--- src/rtl/mem_req_queue.sv ---
// -----------------------------------------------------------------------------
// mem_req_queue
//
// Buffers addresses coming from the CPU core and issues them one at a time to
// the memory controller. A small FIFO holds pending addresses; a two-state FSM
// drives a req/ack handshake towards memory and abandons any request that is
// not acknowledged within TIMEOUT cycles.
//
// Ports
//   clk          single clock, all state updates on the rising edge
//   rst          asynchronous, active-low reset
//   in_valid     upstream address valid
//   in_addr      upstream address
//   in_ready     FIFO can accept a push (= !full, from the registered count)
//   mem_req      request to the memory controller (high exactly while in REQ)
//   mem_addr     address presented with mem_req; holds its last value in IDLE
//   mem_ack      memory controller accepted the current request
//   done         one-cycle pulse after an acknowledged request
//   timeout_err  sticky flag: a request timed out and was dropped
//   err_clr      clears timeout_err (a new timeout on the same edge wins)
//   count        FIFO occupancy, not including the in-flight request
//   busy         FSM in REQ or FIFO non-empty
//   state_dbg    current FSM state (0 = IDLE, 1 = REQ)
//
// Handshakes
//   Upstream : a push happens on every rising edge where in_valid && in_ready.
//              in_valid/in_addr may change freely while in_ready is low; the
//              address is captured only on an edge where both are high.
//              in_ready ignores a pop on the same edge, so a full FIFO
//              refuses a push even when an entry leaves that edge.
//   Memory   : mem_req rises with mem_addr valid and both stay stable until
//              the edge where mem_ack is sampled high (or the timeout expires).
//              mem_ack is ignored whenever mem_req is low.
// -----------------------------------------------------------------------------
module mem_req_queue #(
  parameter int ADDR_W  = 8,
  parameter int DEPTH   = 4,
  parameter int TIMEOUT = 15
) (
  input  logic                     clk,
  input  logic                     rst,
  input  logic                     in_valid,
  input  logic [ADDR_W-1:0]        in_addr,
  output logic                     in_ready,
  output logic                     mem_req,
  output logic [ADDR_W-1:0]        mem_addr,
  input  logic                     mem_ack,
  output logic                     done,
  output logic                     timeout_err,
  input  logic                     err_clr,
  output logic [$clog2(DEPTH):0]   count,
  output logic                     busy,
  output logic                     state_dbg
);

  localparam int PTR_W   = $clog2(DEPTH);
  localparam int CNT_W   = PTR_W + 1;
  localparam int TIMER_W = 8;

  typedef enum logic {
    IDLE = 1'b0,
    REQ  = 1'b1
  } state_t;

  // ---------------------------------------------------------------------------
  // State
  // ---------------------------------------------------------------------------
  state_t               state_q, state_d;
  logic [ADDR_W-1:0]    fifo_q [DEPTH];
  logic [ADDR_W-1:0]    fifo_d [DEPTH];
  logic [PTR_W-1:0]     wptr_q, wptr_d;
  logic [PTR_W-1:0]     rptr_q, rptr_d;
  logic [CNT_W-1:0]     count_q, count_d;
  logic [TIMER_W-1:0]   timer_q, timer_d;
  logic [ADDR_W-1:0]    mem_addr_q, mem_addr_d;
  logic                 done_q, done_d;
  logic                 err_q, err_d;

  logic                 full;
  logic                 empty;
  logic                 push;
  logic                 pop;
  logic                 set_err;

  // ---------------------------------------------------------------------------
  // FIFO control
  // ---------------------------------------------------------------------------
  assign full  = (count_q == CNT_W'(DEPTH));
  assign empty = (count_q == '0);
  assign push  = in_valid && !full;
  // The FSM only takes a new entry from IDLE, so a pop never overlaps REQ.
  assign pop   = (state_q == IDLE) && !empty;

  always_comb begin
    fifo_d  = fifo_q;
    wptr_d  = wptr_q;
    rptr_d  = rptr_q;
    count_d = count_q;

    if (push) begin
      fifo_d[wptr_q] = in_addr;
      wptr_d         = wptr_q + PTR_W'(1);
    end

    if (pop) begin
      rptr_d = rptr_q + PTR_W'(1);
    end

    case ({push, pop})
      2'b10:   count_d = count_q + CNT_W'(1);
      2'b01:   count_d = count_q - CNT_W'(1);
      default: count_d = count_q;
    endcase
  end

  // ---------------------------------------------------------------------------
  // Request FSM: next state and registered outputs
  // ---------------------------------------------------------------------------
  always_comb begin
    state_d    = state_q;
    timer_d    = timer_q;
    mem_addr_d = mem_addr_q;
    done_d     = 1'b0;
    set_err    = 1'b0;

    case (state_q)
      IDLE: begin
        if (pop) begin
          mem_addr_d = fifo_q[rptr_q];
          timer_d    = '0;
          state_d    = REQ;
        end
      end

      REQ: begin
        // Ack is checked first so an ack on the final allowed cycle is a
        // success rather than a timeout.
        if (mem_ack) begin
          state_d = IDLE;
          done_d  = 1'b1;
        end else if (timer_q == TIMER_W'(TIMEOUT - 1)) begin
          state_d = IDLE;
          set_err = 1'b1;
        end else begin
          timer_d = timer_q + TIMER_W'(1);
        end
      end

      default: begin
        state_d = IDLE;
      end
    endcase
  end

  // A fresh timeout outranks a clear arriving on the same edge.
  always_comb begin
    err_d = err_q;
    if (set_err) begin
      err_d = 1'b1;
    end else if (err_clr) begin
      err_d = 1'b0;
    end
  end

  // ---------------------------------------------------------------------------
  // Registers
  // ---------------------------------------------------------------------------
  always_ff @(posedge clk or negedge rst) begin
    if (!rst) begin
      state_q    <= IDLE;
      wptr_q     <= '0;
      rptr_q     <= '0;
      count_q    <= '0;
      timer_q    <= '0;
      mem_addr_q <= '0;
      done_q     <= 1'b0;
      err_q      <= 1'b0;
      for (int i = 0; i < DEPTH; i++) begin
        fifo_q[i] <= '0;
      end
    end else begin
      state_q    <= state_d;
      wptr_q     <= wptr_d;
      rptr_q     <= rptr_d;
      count_q    <= count_d;
      timer_q    <= timer_d;
      mem_addr_q <= mem_addr_d;
      done_q     <= done_d;
      err_q      <= err_d;
      for (int i = 0; i < DEPTH; i++) begin
        fifo_q[i] <= fifo_d[i];
      end
    end
  end

  // ---------------------------------------------------------------------------
  // Outputs: all decoded from registers, so reset reaches them immediately.
  // ---------------------------------------------------------------------------
  assign in_ready    = !full;
  assign mem_req     = (state_q == REQ);
  assign mem_addr    = mem_addr_q;
  assign done        = done_q;
  assign timeout_err = err_q;
  assign count       = count_q;
  assign busy        = (state_q == REQ) || !empty;
  assign state_dbg   = state_q;

endmodule

--- config.mk ---
export PLATFORM = sky130hd
export DESIGN_NAME = mem_req_queue
export DESIGN_NICKNAME = d
export VERILOG_FILES = /design/src/rtl/mem_req_queue.sv
export SDC_FILE = /design/constraint.sdc
export NUM_CORES = 1
export LEC_CHECK = 0
export ABC_AREA = 1
export CELL_PAD_IN_SITES_DETAIL_PLACEMENT = 1
export CELL_PAD_IN_SITES_GLOBAL_PLACEMENT = 1
export CORE_AREA = 2 2 93 95
export CTS_CLUSTER_SIZE = 16
export DETAILED_ROUTE_END_ITERATION = 12
export DIE_AREA = 0 0 95 97
export GPL_TIMING_DRIVEN = 0
export PLACE_DENSITY = 0.65
export SLEW_MARGIN = 5
export SYNTH_ARGS = -nofsm -noshare
export SYNTH_HDL_FRONTEND = slang
export SYNTH_SLANG_ARGS = --single-unit
--- constraint.sdc ---
create_clock -name clk -period 2.5 [get_ports clk]
set_input_delay 0.5 -clock clk [delete_from_list [all_inputs] [get_ports clk]]
set_output_delay 0.5 -clock clk [all_outputs]
set_load 0.005 [all_outputs]
Word-level counts from Yosys, hierarchy flattened
Index checks and enable logic that the tools add are counted.
{"block": "word_totals", "inputBits": 13, "latch_bits": 0, "out_inout_bits": 17, "wordCells": 63, "ram_bits": 0, "ff_bits": 58, "rom_bits": 0, "mem_count": 0}
{"block": "op_classes", "n_eq_ne": 7, "addsub": 5, "order_cmp": 3, "bitwise": 3, "n_mux": 22, "div_mod_pow": 0, "n_reduce_logical": 11, "shifts": 0, "multipliers": 0}
{"op": "two-way mux 8 bit", "n": 6}
{"op": "bitwise mux 32 bit", "n": 1}
{"op": "binary-select mux 8 bit (select 2 bit)", "n": 1}
{"op": "demux 8 bit (select 2 bit)", "n": 1}
{"op": "one-hot mux 8 bit (2 select lines)", "n": 1}
{"op": "two-way mux 1 bit", "n": 10}
{"op": "adder 8 x 1 -> 8 bit (second input constant)", "n": 1}
{"op": "equality test 8 x 4 -> 1 bit (second input constant)", "n": 1}
{"op": ">= comparator 3 bit (second input constant)", "n": 2}
{"op": "!= test 2 bit (second input constant)", "n": 3}
{"op": "inverter 2 -> 3 bit", "n": 2}
{"op": "one-hot mux 3 bit (2 select lines)", "n": 1}
{"op": "adder 2 x 1 -> 2 bit (second input constant)", "n": 2}
{"op": "nonzero test 2 bit", "n": 2}
{"op": "adder 3 x 1 -> 3 bit (second input constant)", "n": 1}
{"op": "equality test 3 bit (second input constant)", "n": 1}
{"op": "logical AND 1 bit", "n": 3}
{"op": "logical NOT 3 bit", "n": 1}
{"op": "less-than comparator 3 x 1 -> 1 bit (second input constant)", "n": 1}
{"op": "AND reduction 3 bit", "n": 1}
{"op": "subtractor 3 x 1 -> 3 bit (second input constant)", "n": 1}
{"op": "equality test 2 x 1 -> 1 bit (second input constant)", "n": 1}
{"op": "equality test 2 bit (second input constant)", "n": 1}
{"op": "logical NOT 1 bit", "n": 2}
{"op": "4 further kinds", "n": 4}

Longest topological paths before layout
Gate-level depths: netlist of run 1.
{"block": "depth", "depth_word": 6, "depth_mapped": 11, "mapped_depth_nobuf": 10}

Worst setup path before layout of run 1
No wires, ideal clock.
{"block": "synth_timing", "kind": "reg2reg", "startpoint": "register state_q, in the netlist mem_req", "endpoint": "register count_q[2], in the netlist count[2]", "setup_time_ns": 0.131, "path_stages_with_launch": 11, "path_buffers": 1, "synth_period_minus_slack_ns": 1.976, "slack_ns": 0.524, "t_required_ns": 2.369, "arrival_ns": 1.845, "cell_sequence": "dfrtp_1 inv_1 nand2_2 inv_1 buf_6 ha_1 inv_1 fa_1 a21oi_1 o21ai_0 xor2_1"}
{"block": "synth_between", "elab_chain_len": 4, "word_cells_on_any_way": 6, "cone_classes": "eq/ne (2); mux (1); bitwise (1); reduce/logical (2)"}
{"element": "start: declaration", "line": "68", "text": "state_t state_q, state_d;"}
{"element": "start signal: assignment", "line": "182", "text": "state_q <= state_d;"}
{"element": "inverter 1 bit (*)"}
{"element": "logical AND 1 bit (*)", "line": "92", "text": "assign pop = (state_q == IDLE) && !empty;"}
{"element": "net pop", "line": "82", "text": "logic pop;"}
{"element": "equality test 2 x 1 -> 1 bit or equality test 2 bit (tied branches)", "line": "109", "text": "case ({push, pop})"}
{"element": "one-hot mux 3 bit (2 select lines) or nonzero test 2 bit (tied branches)"}
{"element": "end signal: assignment", "line": "185", "text": "count_q <= count_d;"}
{"element": "end: declaration", "line": "73", "text": "logic [CNT_W-1:0] count_q, count_d;"}
Mark *: on every way through the listed nets, which the timed path passes. The rest lies on a longest branch.
A chain may end at the register's enable or synchronous reset.

Worst setup path after layout of run 1
Ends and elaborated chain as after synthesis.

==> results.md, run 1 <==
* Clock buffer count from CTS at 9
* Syn Area/Cell at 8.766 sq um
* Lkg Pwr at 0.001644 uW
* Syn nets at 342
* Tightest Pin Transition at 769.3 ps
* Die height at 97 microns
* Setup repair bufs after CTS at 0
* Detailed-router iteration count before antenna repair at 4
* Final Non-Filler Cells at 471
* RePlAce Congestion at 0.7437
* DR vias at 2203
* Top cell type's share of synthesized area at 0.5158
* Sw Pwr at 1693 uW
* Max-Cap Viols at 0
* FF-to-FF Start: mem_req
* CTS Buffer Depth at 2
* Critical path cell sequence: inv_1 -> nand2_2 -> inv_1 -> buf_6 -> ha_1 -> inv_1 -> fa_1 -> a21oi_1 -> o21ai_0 -> xor2_1
* Met2 usage at 0.2630
* Die area at 9215 sq um
* GRT Max-Usage Layer: met2
* Worst r2r dst: count[2]
* Die width at 95 microns
* Power Density at 1290 nW/um^2
* Grt total ovfl at 0
* CP bufs+invs at 4
* Initial DRC Count at 90
* Synth Instances at 321
* CP most frequent cell: inv_1
* Post-layout min period at 2246 ps
* Initial Util at 0.3459
* Area taken by multi-input logic gates at 1150 sq um
* Synth top area cells: dfrtp_1 52%, nor2_1 8.5%, nand2_1 7.7%, o21ai_1 4.8%, o21ai_0 3.9%
* Internal power at 2757 uW
* Tcrit/Tclk final at 0.8984
* Number of synthesized register bits at 58
* Hold-fix buffers, CTS at 0
* Yosys top cell by area: dfrtp_1
* Pins Over Slew Limit at 0
* H-tree levels at 3
* Syn. warnings at 0
* WS Path Type: flip-flop to flip-flop
* Gr usage total at 0.1627
* Setup crit end kind: flip-flop
* R2R Setup Slk at 250 ps
* Max Clock Skew at 6.666 ps
* Share of cells above drive strength 1 at 0.1230
* Rel. slew slack at 0.4871
* Maximum fanout along the worst path at 10
* I/O Buffers at 29
* Outcome: complete, no violations
* CP Launch Type: flip-flop
* Global routing usage on met3 at 0.03505
* Inst Count DP at 455
* Post-Syn Area at 2814 sq um
* Min-delay worst type: primary input to async pin
* Comb power frac at 0.425
* Antenna viol nets, final at 0
* Number of global-route vias before repair at 2345
* Commonest cells after routing, fill and taps aside: 64 x nor2_1, 58 x nand2_1, 58 x dfrtp_1
* Max VDD drop at 0.0003387 V
* FILL cells at 970
* CP max stage cell: dfrtp_1
* Vias per cell at 4.677
* Core ar. at 8134 sq um
* Worst path max stage delay at 440 ps
* Rows at 33
* Final setup violating endpoints at 0
* Initial antenna violation count at 0
* Net Sw Frac at 0.3805
* RSZ-0062 raised after global routing: no
* Clk pwr share at 0.213
* Count of cell types in the netlist at 25
* Hpwl dp at 4662 microns
* Final hold vios at 0
* Reg area at 1451 sq um
* Area grow syn2layout at 22.59%
* Top delay family on crit path: buffers and inverters
* DRC violations left at 0
* Fmax at 445.2 MHz
* Register area share after synthesis at 0.5158
* CTS Root Cell: clkbuf_8
* Worst EP arrival at 2460 ps
* Largest net degree at the start of global routing at 59
* Io pins at 30
* Reg power frac at 0.363
* Clock sinks at 58
* Worst hold slack at 231.9 ps
* Worst skew pair latency at 340 ps
* Final WL at 6648 microns
* Number of gates resized after cts at 0
* NumNets Final at 382
* Met1 Use GR at 0.2063
* CTS tree: built
* Commonest non-fill, non-tap cell in the layout: nor2_1
* Antenna cell count at 0
* Clock transition at path regs at 60 ps
* DR WL/cell at 14.11 microns
* Worst Path Required at 2720 ps
* First-pass GRT wire length at 11460 microns
* Reg2reg path depth at 10
==> how the worst max path moves through the flow <==
stage	start	to	slack (ps)	depth (start not counted)
4_1_cts	mem_req	count[2]	210	10
3_3_place_gp	rst	fifo_q[14]	-1110	1
3_5_place_dp	mem_req	count[2]	220	10
2_1_floorplan	mem_req	count[2]	520	10
6_report	mem_req	count[2]	250	10
5_1_grt	mem_req	count[2]	20	10
==> metrics by stage <==
stage                     total power, uW  setup WS (ps)  setup TNS [ps]  utilization  cell area [sq um]
after global routing                 4882          21.25               0       0.4241               3450
after CTS                            4521          212.6               0       0.4241               3450
final                                4450          254.1               0       0.4241               3450
after detailed placement             3553          224.1               0       0.3975               3233
after floorplan                      2853          524.1               0            -               2814
after global placement               3495          -1112          -64280       0.3978               3236
==> cell families after synthesis <==
kind of cell | share of synthesized area
xor gates and xnor gates | 0.01245
AOI/OAI and AO/OA | 0.1383
buffers and inverters | 0.07559
DFF | 0.5158
adders and majority gates | 0.03824
and+or+nand+nor | 0.2197
==> power by group through the flow <==
stage | sequential, uW | combinational, uW | clock, uW
2_1_floorplan | 1570 | 1280 | 0
6_report | 1610 | 1890 | 946
5_1_grt | 1670 | 2190 | 1010
4_1_cts | 1620 | 1930 | 973
3_3_place_gp | 1620 | 1880 | 0
3_5_place_dp | 1630 | 1920 | 0
==> synth_stat cells <==
| cell type | instances |
|---|---|
| nor2_1 | 64 |
| dfrtp_1 | 58 |
| nand2_1 | 58 |
| o21ai_1 | 27 |
| inv_1 | 24 |
| o21ai_0 | 22 |
| nand3_1 | 11 |
| a21oi_1 | 10 |
| buf_6 | 7 |
| ha_1 | 7 |
| nand2_4 | 6 |
| o21ai_2 | 6 |
| o21bai_1 | 3 |
| xor2_1 | 3 |
| buf_2 | 2 |
| buf_4 | 2 |
| inv_2 | 2 |
| nand3_2 | 2 |
| fa_1 | 1 |
| inv_8 | 1 |
| nand2_2 | 1 |
| nand4_1 | 1 |
| nor3_1 | 1 |
| o21bai_4 | 1 |
| xnor2_1 | 1 |
==> layout make-up <==
class	count	share of cell area
Clock inverter	1	0.008705
Buffer	11	0.03011
Sequential cell	58	0.4207
Timing Repair Buffer	29	0.08342
Tap cell	105	0.03808
Inverter	27	0.03156
Clock buffer	15	0.05404
Multi-Input combinational cell	225	0.3333
==> registers in the layout, indices dropped and copies added, names as in the netlist, 2 cells and up <==
| register | count |
|---|---|
| count | 3 |
| timer_q | 8 |
| wptr_q | 2 |
| fifo_q | 32 |
| mem_addr | 8 |
| rptr_q | 2 |
==> layer usage <==
metal	part of all wire	wire, microns	vias to the layer above
met5	0	0	-
met4	0.015	100	0
met3	0.034	226	10
met2	0.46	3088	33
met1	0.49	3233	1053
li1	-	-	1107
(Power assumes the default switching activity.)
==> run 2: changes to the inputs <==
REMOVE_ABC_BUFFERS = 1   (was not set)
clock period = 2.9 ns   (was 2.5 ns; I/O delays follow)
==> run 2 against run 1 <==
Effect of this change:
- clock skew up 1.1 ps
- first-iteration DRC count down 13%
- cell area down 2.3%
- worst setup slack better by 99 ps
- non-clock buffer count down 11
- combinational power down 23%
- flip-flop and latch count unchanged
- count of clock-buffer cells in the layout down 3
- clock power down 6.1%
- wire length down 1.3%
==> results.md, run 2 (synthesis gave the netlist of run 1 again) <==
* Final core occ at 0.4144 (-0.009691)
* CTS Root Cell: clkbuf_8
* Min-delay worst type: primary input to async pin
* Share of cells above drive strength 1 at 0.1042 (-0.01873)
* Final WL at 6564 microns (-1.3%)
* DR vias at 2202 (-0.045%)
* Outcome: complete, no violations
* NumNets Final at 371 (-2.9%)
* WS Path Type: flip-flop to flip-flop
* Vias per cell at 4.787 (+2.3%)
* Final Non-Filler Cells at 460 (-2.3%)
* Commonest cells after routing, fill and taps aside: 64 x nor2_1, 58 x nand2_1, 58 x dfrtp_1
* Largest net degree at the start of global routing at 59 (unchanged)
* Post-layout min period at 2547 ps (+301.5 ps)
* Tcrit/Tclk final at 0.8784 (-0.01996)
* Met2 usage at 0.2520 (-0.01091)
* Hold-fix buffers, CTS at 0 (unchanged)
* Clock buffer count from CTS at 9 (unchanged)
* Top delay family on crit path: buffers and inverters
* I/O Buffers at 29 (unchanged)
* Worst EP arrival at 2770 ps (+310 ps)
* Worst r2r dst: count[2]
* Clk pwr share at 0.235 (+0.022)
* Max VDD drop at 0.0004510 V (+33%)
* Setup crit end kind: flip-flop
* Gr usage total at 0.1576 (-0.005133)
* Reg power frac at 0.381 (+0.018)
* Met1 Use GR at 0.2032 (-0.003059)
* Hpwl dp at 4149 microns (-11%)
* Number of global-route vias before repair at 2253 (-3.9%)
* Reg with most FFs: fifo_q
* Pins Over Slew Limit at 0 (unchanged)
* Comb power frac at 0.384 (-0.041)
* H-tree levels at 3 (unchanged)
* Rows at 33 (unchanged)
* Lkg Pwr at 0.001587 uW (-3.5%)
* Worst Path Required at 3120 ps (+400 ps)
* Initial Util at 0.3459 (unchanged)
* Max Clock Skew at 7.723 ps (+1.057 ps)
* Worst hold slack at 302.9 ps (+71.07 ps)
* CP max stage cell: dfrtp_1
* FF-to-FF Start: mem_req
* Grt total ovfl at 0 (unchanged)
* Io pins at 30 (unchanged)
* Max reg flops at 32 (unchanged)
* RSZ-0062 raised after global routing: no
* Sw Pwr at 1446 uW (-15%)
* Die area at 9215 sq um (unchanged)
* Final hold vios at 0 (unchanged)
* Global routing usage on met3 at 0.04050 (+0.005452)
* Clock sinks at 58 (unchanged)
* R2R Setup Slk at 350 ps (+100 ps)
* RePlAce Congestion at 0.7658 (+3.0%)
* Power Density at 1122 nW/um^2 (-13%)
* Max-Cap Viols at 0 (unchanged)
* Rel. slew slack at 0.4911 (+0.003950)
* Inst Count DP at 444 (-2.4%)
* CP Launch Type: flip-flop
* Final setup violating endpoints at 0 (unchanged)
* Worst skew pair latency at 340 ps (about the same)
* Detailed-router iteration count before antenna repair at 4 (unchanged)
* CP bufs+invs at 3 (-1)
* Maximum fanout along the worst path at 16 (+6)
* Core ar. at 8134 sq um (unchanged)
* FILL cells at 966 (-0.41%)
* CTS Buffer Depth at 2 (unchanged)
* Initial antenna violation count at 0 (unchanged)
* Tightest Pin Transition at 763.4 ps (-5.924 ps)
* Antenna viol nets, final at 0 (unchanged)
* Final Cell Area at 3371 sq um (-2.3%)
* Reg area at 1451 sq um (unchanged)
* Fmax at 392.6 MHz (-12%)
* CP most frequent cell: inv_1
* Area taken by multi-input logic gates at 1150 sq um (unchanged)
* Setup TNS Final at 0 ps (unchanged)
* Initial DRC Count at 78 (-13%)
* Reg2reg path depth at 9 (-1)
* Antenna cell count at 0 (unchanged)
* Die height at 97 microns (unchanged)
* DR WL/cell at 14.27 microns (+1.1%)
* CTS tree: built
* GRT Max-Usage Layer: met2
* DRC violations left at 0 (unchanged)
* Net Sw Frac at 0.3823 (+0.001771)
* First-pass GRT wire length at 11150 microns (-2.7%)
* Internal power at 2336 uW (-15%)
* DP Area at 3129 sq um (-3.2%)
* Clock transition at path regs at 70 ps (about the same)
* Die width at 95 microns (unchanged)
* Area grow syn2layout at 19.79%
* Commonest non-fill, non-tap cell in the layout: nor2_1
* Critical path cell sequence: inv_1 -> nand2_2 -> clkinvlp_4 -> ha_1 -> inv_1 -> fa_1 -> a21oi_1 -> o21ai_0 -> xor2_1
* Worst path max stage delay at 430 ps (about the same)
-- run 2: timing repair --
action                     in CTS  in global routing
setup buffers                   0                  0
resized for setup               0                  1
setup endpoints to repair       0                  1
-- run 2: through the flow --
step | worst slack (ps) | power (uW)
6_report | 352.6 | 3782
5_1_grt | 119.5 | 4108
4_1_cts | 116.7 | 3847
3_5_place_dp | 142.1 | 2932
3_3_place_gp | -745.9 | 2866
2_1_floorplan | 769.1 | 2338
-- run 2: worst max path at each step --
| stage | cells after the start | startpoint | end |
|---|---|---|---|
| floorplan | 9 | mem_req | count[2] |
| global route | 9 | mem_req | count[2] |
| finish | 9 | mem_req | count[2] |
| CTS | 9 | mem_req | count[2] |
| global placement | 1 | rst | fifo_q[20] |
| detailed placement | 9 | mem_req | count[2] |
-- run 2: layout make-up --
class / instances / share of cell area
multi-input combinational: 225 / 0.3411
clock inverter: 4 / 0.02153
clock buffer: 12 / 0.04900
sequential: 58 / 0.4306
tap: 105 / 0.03898
inverter: 27 / 0.03341
timing repair buffer: 29 / 0.08537
-- run 2: metal layers --
metal	routed length (microns)	up-vias
met5	0	-
met3	195	12
li1	-	1084
met1	3034	1076
met4	115	0
met2	3218	30
-- run 2: power groups by stage --
stage	logic [uW]	registers, uW	clock network, uW
after global placement	1420	1450	0
after detailed placement	1470	1460	0
final	1450	1440	888
after CTS	1480	1450	916
after global routing	1670	1500	939
after floorplan	951	1390	0
-- run 2: worst reg2reg max path, delay by kind of cell (launching register included) --
family | cells | cell delay (ps)
compound gates | 2 | 260
xor+xnor | 1 | 150
fa+ha+maj | 2 | 570
buf+inv | 3 | 670
flops | 1 | 430
simple gates | 1 | 340
